### config.mk
export PLATFORM = sky130hd
export DESIGN_NAME = e2prom_arb
export DESIGN_NICKNAME = d
export VERILOG_FILES = /design/src/rtl/e2prom_pkg.sv /design/src/rtl/e2prom_rr_arb.sv /design/src/rtl/e2prom_arb.sv
export SDC_FILE = /design/constraint.sdc
export NUM_CORES = 1
export LEC_CHECK = 0
export CAP_MARGIN = 15
export CORE_UTILIZATION = 42
export DETAILED_ROUTE_END_ITERATION = 12
export PLACE_DENSITY_LB_ADDON = 0.15
export SLEW_MARGIN = 40
export SYNTH_ARGS = -nofsm -noshare
export SYNTH_HDL_FRONTEND = slang
export SYNTH_SLANG_ARGS = --single-unit
### constraint.sdc
create_clock -name clk -period 2.7 [get_ports clk]
set_input_delay 0.81 -clock clk [delete_from_list [all_inputs] [get_ports clk]]
set_output_delay 0.81 -clock clk [all_outputs]
set_load 0.02 [all_outputs]
### src/rtl/e2prom_pkg.sv
// Shared definitions for the two-requester EEPROM command arbiter:
// FSM encoding, default timing constants and the round-robin pick rule.
package e2prom_pkg;

  typedef enum logic [1:0] {
    ST_IDLE    = 2'd0,
    ST_ISSUE   = 2'd1,
    ST_BUSY    = 2'd2,
    ST_WR_WAIT = 2'd3
  } state_t;

  localparam logic [13:0] WR_WAIT_TIME_DEF = 14'd12000;
  localparam logic [19:0] BUSY_TIMEOUT_DEF = 20'd1000000;
  localparam int          CNT_W            = 20;

  // On a tie the requester that did not win last time is chosen.
  function automatic logic [1:0] rr_pick(input logic [1:0] req, input logic last_grant);
    logic [1:0] gnt;
    gnt = 2'b00;
    case (req)
      2'b01:   gnt = 2'b01;
      2'b10:   gnt = 2'b10;
      2'b11:   gnt = last_grant ? 2'b01 : 2'b10;
      default: gnt = 2'b00;
    endcase
    return gnt;
  endfunction

endpackage

### src/rtl/e2prom_rr_arb.sv
// Two-way round-robin grant. last_grant names the most recent winner and
// doubles as the owner index of the transaction in flight.
module e2prom_rr_arb
  import e2prom_pkg::*;
(
  input  logic       clk,
  input  logic       rst,
  input  logic [1:0] req,
  input  logic       grant_en,
  output logic [1:0] gnt,
  output logic       last_grant
);

  always_comb begin
    gnt = rr_pick(req, last_grant);
  end

  always_ff @(posedge clk or posedge rst) begin
    if (rst) begin
      last_grant <= 1'b1;
    end else if (grant_en && (gnt != 2'b00)) begin
      last_grant <= gnt[1];
    end
  end

endmodule

### src/rtl/e2prom_arb.sv
// Arbitrates two EEPROM command requesters onto a single I2C master,
// one transaction at a time, with write-cycle hold-off and a busy timeout.
module e2prom_arb
  import e2prom_pkg::*;
#(
  parameter logic [13:0] WR_WAIT_TIME = WR_WAIT_TIME_DEF,
  parameter logic [19:0] BUSY_TIMEOUT = BUSY_TIMEOUT_DEF
) (
  input  logic        clk,
  input  logic        rst,

  input  logic        req0_valid,
  input  logic        req0_rh_wl,
  input  logic [15:0] req0_addr,
  input  logic [7:0]  req0_wdata,
  output logic        req0_ready,
  output logic        req0_done,
  output logic [7:0]  req0_rdata,
  output logic        req0_err,

  input  logic        req1_valid,
  input  logic        req1_rh_wl,
  input  logic [15:0] req1_addr,
  input  logic [7:0]  req1_wdata,
  output logic        req1_ready,
  output logic        req1_done,
  output logic [7:0]  req1_rdata,
  output logic        req1_err,

  output logic        i2c_exec,
  output logic        i2c_rh_wl,
  output logic [15:0] i2c_addr,
  output logic [7:0]  i2c_data_w,
  input  logic [7:0]  i2c_data_r,
  input  logic        i2c_done,
  input  logic        i2c_ack,

  output logic        busy
);

  state_t             state;
  state_t             state_nxt;
  logic [CNT_W-1:0]   cnt;
  logic [1:0]         gnt;
  logic               owner;
  logic               grant_en;
  logic               exec_nxt;
  logic [1:0]         ready_nxt;
  logic               done_fire;
  logic               rdata_upd;
  logic               err_nxt;

  e2prom_rr_arb u_rr_arb (
    .clk        (clk),
    .rst        (rst),
    .req        ({req1_valid, req0_valid}),
    .grant_en   (grant_en),
    .gnt        (gnt),
    .last_grant (owner)
  );

  always_ff @(posedge clk or posedge rst) begin
    if (rst) begin
      state <= ST_IDLE;
    end else begin
      state <= state_nxt;
    end
  end

  always_comb begin
    state_nxt = state;
    grant_en  = 1'b0;
    exec_nxt  = 1'b0;
    ready_nxt = 2'b00;
    done_fire = 1'b0;
    rdata_upd = 1'b0;
    err_nxt   = 1'b0;
    case (state)
      ST_IDLE: begin
        if (req0_valid || req1_valid) begin
          grant_en  = 1'b1;
          ready_nxt = gnt;
          state_nxt = ST_ISSUE;
        end
      end
      ST_ISSUE: begin
        exec_nxt  = 1'b1;
        state_nxt = ST_BUSY;
      end
      ST_BUSY: begin
        // A completion arriving on the last allowed cycle still wins over the timeout.
        if (i2c_done) begin
          done_fire = 1'b1;
          rdata_upd = 1'b1;
          err_nxt   = i2c_ack;
          state_nxt = (!i2c_rh_wl && !i2c_ack) ? ST_WR_WAIT : ST_IDLE;
        end else if ((cnt + 20'd1) >= BUSY_TIMEOUT) begin
          done_fire = 1'b1;
          err_nxt   = 1'b1;
          state_nxt = ST_IDLE;
        end
      end
      ST_WR_WAIT: begin
        if ((cnt + 20'd1) >= {6'd0, WR_WAIT_TIME}) begin
          state_nxt = ST_IDLE;
        end
      end
      default: state_nxt = ST_IDLE;
    endcase
  end

  always_ff @(posedge clk or posedge rst) begin
    if (rst) begin
      cnt        <= '0;
      i2c_exec   <= 1'b0;
      i2c_rh_wl  <= 1'b0;
      i2c_addr   <= 16'd0;
      i2c_data_w <= 8'd0;
      req0_ready <= 1'b0;
      req1_ready <= 1'b0;
      req0_done  <= 1'b0;
      req1_done  <= 1'b0;
      req0_rdata <= 8'd0;
      req1_rdata <= 8'd0;
      req0_err   <= 1'b0;
      req1_err   <= 1'b0;
    end else begin
      // Counter restarts on every state change and saturates rather than wrapping.
      if (state_nxt != state) begin
        cnt <= '0;
      end else if (((state == ST_BUSY) || (state == ST_WR_WAIT)) && (cnt != '1)) begin
        cnt <= cnt + 20'd1;
      end

      i2c_exec   <= exec_nxt;
      req0_ready <= ready_nxt[0];
      req1_ready <= ready_nxt[1];
      req0_done  <= done_fire && !owner;
      req1_done  <= done_fire && owner;

      if (grant_en) begin
        i2c_rh_wl  <= gnt[1] ? req1_rh_wl : req0_rh_wl;
        i2c_addr   <= gnt[1] ? req1_addr  : req0_addr;
        i2c_data_w <= gnt[1] ? req1_wdata : req0_wdata;
      end

      if (done_fire) begin
        if (owner) begin
          req1_err <= err_nxt;
          if (rdata_upd) req1_rdata <= i2c_data_r;
        end else begin
          req0_err <= err_nxt;
          if (rdata_upd) req0_rdata <= i2c_data_r;
        end
      end
    end
  end

  assign busy = (state != ST_IDLE);

endmodule

# Yosys cells after proc, flatten, opt, wreduce, memory -nomap -nowiden
# Cells that the tools add are included.
# totals
ff_bits,71
# op_classes
n_reduce_logical,18
n_addsub,1
magnitude_cmp,2
bitwise,1
eq_ne,8
muxes,25
# op_table
op,n
two-way mux 20 bit,2
"adder 20 x 1 -> 20 bit, second input constant",1
">= comparator 20 x 14 -> 1 bit, second input constant",1
">= comparator 20 bit, second input constant",1
"!= test 20 bit, second input constant",1
two-way mux 16 bit,1
two-way mux 2 bit,8
two-way mux 1 bit,11
"== test 2 bit, second input constant",4
two-way mux 8 bit,1
one-hot mux 2 bit (4 select lines),1
one-hot mux 2 bit (3 select lines),1
AND reduction 3 bit,2
nonzero test 2 bit,3
logical AND 1 bit,5
"== test 2 x 1 -> 1 bit, second input constant",2
AND reduction 2 bit,2
zero test 1 bit,3
zero test 2 bit,1
logical OR 1 bit,2
!= test 2 bit,1
NOT 1 bit,1

# Depth between registers and ports, before layout
# depth
depth_word,7
mapped_depth,10

# Modules after synthesis
# Synthesis repeated with hierarchy kept, for this count alone.
# hier_totals
cells_unflattened,377
hier_area_um2,3860.0
# modules_own_cells
module,cells_each,area_each_um2,n_inst
e2prom_arb,370,3799.9,1
e2prom_rr_arb,7,60.1,1

# Worst setup path before layout
# No wires, ideal clock.
# synth_path
path_kind,flip-flop to flip-flop
startpoint,reg cnt[0]
endpoint,reg cnt[18]
setup_time_ns,0.094
arrival_time_ns,2.307
path_stages_with_launch,10
synth_period_minus_slack_ns,2.401
setup_slack_ns,0.299
required_time_ns,2.606
cell_sequence,dfrtp_1 -> ha_1 -> nand4_1 -> nor4_1 -> mux2_2 -> o21ai_0 -> and4_1 -> nor2_1 -> buf_6 -> a221oi_2
# synth_via
elab_chain_len,7
word_cells_on_any_way,13
cone_classes,1 x add/sub; 2 x order compare; 2 x eq/ne; 6 x mux; 2 x reduce/logical
# synth_lines
item,line_no,source
from (decl),e2prom_arb.sv:43,logic [CNT_W-1:0] cnt;
from (signal assigned),e2prom_arb.sv:132,cnt <= cnt + 20'd1;
adder 20 x 1 -> 20 bit,"e2prom_arb.sv:97, e2prom_arb.sv:104, e2prom_arb.sv:132",
>= comparator 20 bit,e2prom_arb.sv:97,end else if ((cnt + 20'd1) >= BUSY_TIMEOUT) begin
two-way mux 2 bit,e2prom_arb.sv:97,
two-way mux 2 bit,e2prom_arb.sv:92,if (i2c_done) begin
one-hot mux 2 bit (4 select lines),e2prom_arb.sv:78,case (state)
!= test 2 bit,e2prom_arb.sv:129,if (state_nxt != state) begin
two-way mux 20 bit or nonzero test 2 bit (tied branches),--,
# Several ways; a longest one is shown, not always the timed one. The select of a mux whose other input is x is not followed.
# A chain may end at the register's enable or synchronous reset.

# Worst setup path after layout
# layout_path
startpoint,reg cnt[0]
endpoint,reg state[1]
# layout_via
elab_chain_len,5
word_cells_on_any_way,7
cone_classes,1 x add/sub; 2 x order compare; 4 x mux
# layout_lines
item,line_no,source
adder 20 x 1 -> 20 bit (*),"e2prom_arb.sv:97, e2prom_arb.sv:104",
>= comparator 20 bit,e2prom_arb.sv:97,
two-way mux 2 bit,e2prom_arb.sv:97,
two-way mux 2 bit,e2prom_arb.sv:92,
one-hot mux 2 bit (4 select lines) (*),e2prom_arb.sv:78,
named net state_nxt[1],e2prom_arb.sv:42,state_t state_nxt;
to (signal assigned),e2prom_arb.sv:66,state <= state_nxt;
to (decl),e2prom_arb.sv:41,state_t state;
# Mark *: on every way through the listed nets, which the timed path passes. The rest lies on a longest branch.

==> impl_metrics.prom <==
# TYPE chip_impl_metric gauge
chip_impl_metric{name="final_antenna_net_count",unit=""} 0
chip_impl_metric{name="synthesis.nets",unit=""} 421
chip_impl_metric{name="power_frac_clock",unit="%"} 19.5
chip_impl_metric{name="number_of_flops_mapped_to_enable_cells_by_yosys",unit=""} 0
chip_impl_metric{name="clkSinkCount",unit=""} 71
chip_impl_metric{name="post-synth-top-area-fraction",unit="%"} 48.16
chip_impl_metric{name="cts_inserted_buffers",unit=""} 9
chip_impl_info{name="timing.critical_path.cells",value="ha_2 -> nand4_1 -> buf_4 -> nor4b_4 -> buf_4 -> xor2_1 -> nand3_1 -> nor2_2 -> a31oi_2 -> a2111o_1"} 1
chip_impl_info{name="timing_worst_setup_path_type",value="reg2reg"} 1
chip_impl_metric{name="detail_route.wl_per_cell",unit="um"} 15.05
chip_impl_metric{name="layout.cells.non_filler",unit=""} 587
chip_impl_metric{name="regToRegSetupSlack",unit="ns"} 0.15
chip_impl_metric{name="whs",unit="ns"} 0.4818
chip_impl_metric{name="die_width",unit="um"} 95.06
chip_impl_metric{name="cts_max_level",unit=""} 3
chip_impl_metric{name="yosys_warnings",unit=""} 0
chip_impl_metric{name="cts.path.max_buffers",unit=""} 2
chip_impl_info{name="crit_slowest_cell",value="sky130_fd_sc_hd__a2111o_1"} 1
chip_impl_metric{name="avgSynthCellArea",unit="um2"} 10.25
chip_impl_metric{name="synth-seq-cells",unit=""} 71
chip_impl_metric{name="p_int",unit="uW"} 3110
chip_impl_metric{name="multi_input_area",unit="um2"} 1705
chip_impl_metric{name="vias",unit=""} 3149
chip_impl_metric{name="totalWireLength",unit="mm"} 8.834
chip_impl_metric{name="antenna_violations_before_repair",unit=""} 0
chip_impl_info{name="critPathLaunchType",value="flip-flop"} 1
chip_impl_metric{name="power.share.combinational",unit="%"} 46.4
chip_impl_metric{name="worst_endpoint_data_arrival_time",unit="ns"} 2.79
chip_impl_metric{name="required",unit="ns"} 2.93
chip_impl_metric{name="first_iter_violations",unit=""} 179
chip_impl_metric{name="synth.lib_cells_used.distinct",unit=""} 50
chip_impl_metric{name="reg2reg_depth",unit=""} 10
chip_impl_metric{name="cellLeakagePower",unit="uW"} 0.002272
chip_impl_metric{name="insertedDiodeCount",unit=""} 0
chip_impl_metric{name="hold-path-cell-count",unit=""} 2
chip_impl_metric{name="worst-path-max-fanout",unit=""} 5
chip_impl_metric{name="grt_overflow_total",unit=""} 0
chip_impl_metric{name="timing.final.crit_period",unit="ns"} 2.553
chip_impl_metric{name="fp.coreArea",unit="um2"} 8299
chip_impl_metric{name="finalSetupViolations",unit=""} 0
chip_impl_metric{name="pwr-share-seq",unit="%"} 34.1
chip_impl_metric{name="layout.area.seq",unit="um2"} 1778
chip_impl_metric{name="timing_hold_violations_final",unit=""} 0
chip_impl_metric{name="first_pass_grt_wire_length",unit="mm"} 15.15
chip_impl_metric{name="critical_path_buf_inv_count",unit=""} 2
chip_impl_metric{name="port-buffer-count",unit=""} 112
chip_impl_info{name="synth_largest_area_cell",value="sky130_fd_sc_hd__dfrtp_1"} 1
chip_impl_metric{name="timing.critical_path.slowest_cell_delay",unit="ns"} 0.43
chip_impl_metric{name="grt_use_total",unit="%"} 21.98
chip_impl_metric{name="cts_hold_buffers",unit=""} 0
chip_impl_metric{name="io_pins",unit=""} 113
chip_impl_metric{name="initial_utilization",unit="%"} 43.83
chip_impl_metric{name="clock_slew_seen_by_the_registers_of_the_worst_setup_and_hold_paths",unit="ns"} 0.08
chip_impl_metric{name="maxClockFrequency",unit="MHz"} 391.8
chip_impl_metric{name="filler_cell_count",unit=""} 672
chip_impl_info{name="synth_top_flop_cell",value="sky130_fd_sc_hd__dfrtp_1"} 1
chip_impl_info{name="synth.area.top_cells",value="sky130_fd_sc_hd__dfrtp_1 48%, sky130_fd_sc_hd__mux2_2 5.3%, sky130_fd_sc_hd__mux2i_1 4.7%, sky130_fd_sc_hd__xor2_1 3.9%, sky130_fd_sc_hd__nand2_1 3.4%"} 1
chip_impl_metric{name="timing.slew.headroom",unit="%"} 71.73
chip_impl_metric{name="clk-insertion-delay-late",unit="ns"} 0.35
chip_impl_info{name="hold_end",value="i2c_addr[8]$_DFFE_PP0P_"} 1
chip_impl_info{name="min_delay_startpoint",value="i2c_addr[8]$_DFFE_PP0P_"} 1
chip_impl_metric{name="routed_via_density",unit=""} 5.365
chip_impl_metric{name="grt_start_max_net_pins",unit=""} 58
chip_impl_metric{name="area.growth.synth_to_final",unit="%"} 43.96
chip_impl_metric{name="firstDrtPassIters",unit=""} 6
chip_impl_metric{name="pwr_density_cell",unit="nW/um2"} 943.4
chip_impl_metric{name="post-route-drc-count",unit=""} 0
chip_impl_metric{name="switching_power_summed_over_all_nets",unit="uW"} 1830
chip_impl_metric{name="finalNetCount",unit=""} 543
chip_impl_metric{name="async_flop_share",unit="%"} 100.0
chip_impl_info{name="cp_top_family",value="simple AND/OR/NAND/NOR gates"} 1
chip_impl_metric{name="synth.yosys.seq_area_share",unit="%"} 48.88
chip_impl_info{name="cts_tree",value="done"} 1
chip_impl_metric{name="place_congestion",unit=""} 0.9074
chip_impl_metric{name="synth_cells",unit=""} 355
chip_impl_metric{name="numPlacedInstances",unit=""} 567
chip_impl_info{name="worstReg2RegEnd",value="state[1]$_DFF_PP0_"} 1
chip_impl_metric{name="cap_violations",unit=""} 0
chip_impl_metric{name="setup_tns",unit="ns"} 0
chip_impl_metric{name="std_cell_rows",unit=""} 33
chip_impl_metric{name="placement.setup.worst_slack",unit="ns"} 0.1385
chip_impl_metric{name="fraction_of_layout_instances_using_a_drive_strength_above_1",unit="%"} 15.77
chip_impl_metric{name="die_area",unit="um2"} 9036
chip_impl_metric{name="finalClockSkew",unit="ns"} 0.01175
chip_impl_info{name="setup.worst_path.end_class",value="flip-flop"} 1
chip_impl_info{name="rr_startpoint",value="cnt[0]$_DFFE_PP0P_"} 1
chip_impl_metric{name="grt_pass1_vias",unit=""} 3174
chip_impl_metric{name="ir_worst_vdd",unit="uV"} 588.8
chip_impl_metric{name="syn_area",unit="um2"} 3637
chip_impl_metric{name="proportion_of_total_power_due_to_net_switching",unit="%"} 37.05
chip_impl_metric{name="die_height",unit="um"} 95.06
chip_impl_info{name="setup.worst_path.start",value="cnt[0]$_DFFE_PP0P_"} 1
chip_impl_info{name="run_status",value="completed"} 1
chip_impl_metric{name="dp_hpwl",unit="mm"} 6.417
chip_impl_metric{name="worstMarginPinSlew",unit="ns"} 0.4240
chip_impl_metric{name="drv_slew",unit=""} 0
chip_impl_metric{name="final_min_period_over_clock_period",unit="%"} 94.54
chip_impl_info{name="worstHoldPathType",value="reg2reg"} 1
chip_impl_info{name="critPathMostFrequentCell",value="sky130_fd_sc_hd__buf_4"} 1
chip_impl_info{name="cts_root_buf",value="sky130_fd_sc_hd__clkbuf_8"} 1
chip_impl_metric{name="postLayoutSetupSlackWorst",unit="ns"} 0.1475
[worst min-delay path, cell delays in order, from the launching register on]
cell and delay, ns:
sky130_fd_sc_hd__dfrtp_1 0.34, sky130_fd_sc_hd__nand2_1 0.04, sky130_fd_sc_hd__o21ai_0 0.06
[metrics by stage]
step | power [uW] | utilization [%] | cell area [um2]
after detailed placement | 3975 | 59.63 | 4949
after global routing | 5269 | 63.09 | 5236
final | 4940 | 63.09 | 5236
after CTS | 4962 | 62.39 | 5177
after floorplan | 2918 | - | 3637
after global placement | 3934 | 59.63 | 4949
[synthesized netlist by cell type, types with 2 or more instances]
| master | instances |
|---|---|
| sky130_fd_sc_hd__nand2_1 | 33 |
| sky130_fd_sc_hd__and2_1 | 3 |
| sky130_fd_sc_hd__nand3_1 | 12 |
| sky130_fd_sc_hd__xor2_1 | 16 |
| sky130_fd_sc_hd__buf_2 | 11 |
| sky130_fd_sc_hd__nor4_1 | 3 |
| sky130_fd_sc_hd__a31o_2 | 3 |
| sky130_fd_sc_hd__nand4_1 | 9 |
| sky130_fd_sc_hd__a21boi_0 | 2 |
| sky130_fd_sc_hd__buf_1 | 3 |
| sky130_fd_sc_hd__mux2i_1 | 17 |
| sky130_fd_sc_hd__inv_1 | 16 |
| sky130_fd_sc_hd__o211ai_1 | 2 |
| sky130_fd_sc_hd__and3_1 | 6 |
| sky130_fd_sc_hd__a222oi_1 | 10 |
| sky130_fd_sc_hd__clkbuf_1 | 11 |
| sky130_fd_sc_hd__and4_1 | 4 |
| sky130_fd_sc_hd__or3_1 | 2 |
| sky130_fd_sc_hd__o21ai_0 | 23 |
| sky130_fd_sc_hd__a211oi_1 | 3 |
| sky130_fd_sc_hd__a21oi_1 | 23 |
| sky130_fd_sc_hd__mux2_2 | 17 |
| sky130_fd_sc_hd__ha_1 | 2 |
| sky130_fd_sc_hd__o31ai_1 | 2 |
| sky130_fd_sc_hd__dfrtp_1 | 70 |
| sky130_fd_sc_hd__a41oi_1 | 2 |
| sky130_fd_sc_hd__nor3_1 | 7 |
| sky130_fd_sc_hd__nand2b_1 | 3 |
| sky130_fd_sc_hd__xnor2_1 | 5 |
| sky130_fd_sc_hd__nor2_1 | 15 |
[state kept, by name, indices dropped and copies added (netlist names), 2 cells and up]
| name | flops |
|---|---|
| state | 2 |
| i2c_addr | 16 |
| req1_rdata | 8 |
| cnt | 20 |
| i2c_data_w | 8 |
| req0_rdata | 8 |
[power by group through the flow]
stage	registers [uW]	logic (uW)	clock network, uW
6_report	1690	2290	964
5_1_grt	1740	2490	1040
4_1_cts	1690	2280	991
3_5_place_dp	1700	2270	0
3_3_place_gp	1690	2240	0
2_1_floorplan	2080	838	0
[cell usage in the layout, fill, tap and decap left out, drive strengths merged, types with 2 or more instances in the layout]
cell type / count
a222oi: 10
xor2: 16
nand2: 33
a21boi: 2
or3: 2
mux2: 17
a21oi: 23
a41oi: 2
and3: 6
nand2b: 3
and4: 4
o31ai: 2
clkdlybuf4s50: 112
nand4: 10
o21ai: 24
dfrtp: 70
bufinv: 2
a211oi: 3
and2: 3
mux2i: 17
a31oi: 2
clkinv: 3
ha: 2
clkbuf: 10
nor2: 16
xnor2: 5
buf: 26
o211ai: 2
nor4: 4
a31o: 3
nand3: 12
inv: 17
nor3: 7
[layer usage]
layer	global-route usage (%)	share of wire (%)	vias up
met5	0	0	-
met4	9.975	2.2	0
met3	6.699	8.6	16
met2	32.98	47	125
met1	29.11	43	1477
li1	-	-	1531
[how the worst max path moves through the flow]
| stage | to | slack (ns) | depth (start not counted) |
|---|---|---|---|
| after global routing | state[1]$_DFF_PP0_ | -0.03 | 10 |
| after CTS | cnt[18]$_DFFE_PP0P_ | 0.11 | 9 |
| final | state[1]$_DFF_PP0_ | 0.15 | 10 |
| after global placement | cnt[18]$_DFFE_PP0P_ | 0.19 | 6 |
| after floorplan | cnt[0]$_DFFE_PP0P_ | 0.1 | 1 |
| after detailed placement | cnt[18]$_DFFE_PP0P_ | 0.14 | 9 |
[layout make-up]
type                    count  share of cell area (%)
multi-input cells         241                   32.57
well taps                 105                   2.509
clock buffers              10                   2.628
clock inverters             6                   1.744
inverters                  16                   1.147
flip-flops and latches     71                   33.95
repair buffers            138                   25.45
[logic make-up (layout without fill, tap and decap cells)]
| group | Yosys count | after routing | share of synthesized area (%) |
|---|---|---|---|
| compound gates | 81 | 81 | 14.93 |
| flops | 71 | 71 | 48.88 |
| fa+ha+maj | 2 | 2 | 0.6879 |
| mux | 34 | 34 | 9.941 |
| simple gates | 103 | 103 | 15.38 |
| xor+xnor | 21 | 21 | 5.057 |
| buf+inv | 43 | 170 | 5.126 |
[repair_timing]
action,4_1_cts,5_1_grt
resized for setup,0,6
setup endpoints to repair,0,21
setup buffers,0,4
hold endpoints to repair,0,0
(Power assumes the default switching activity.)
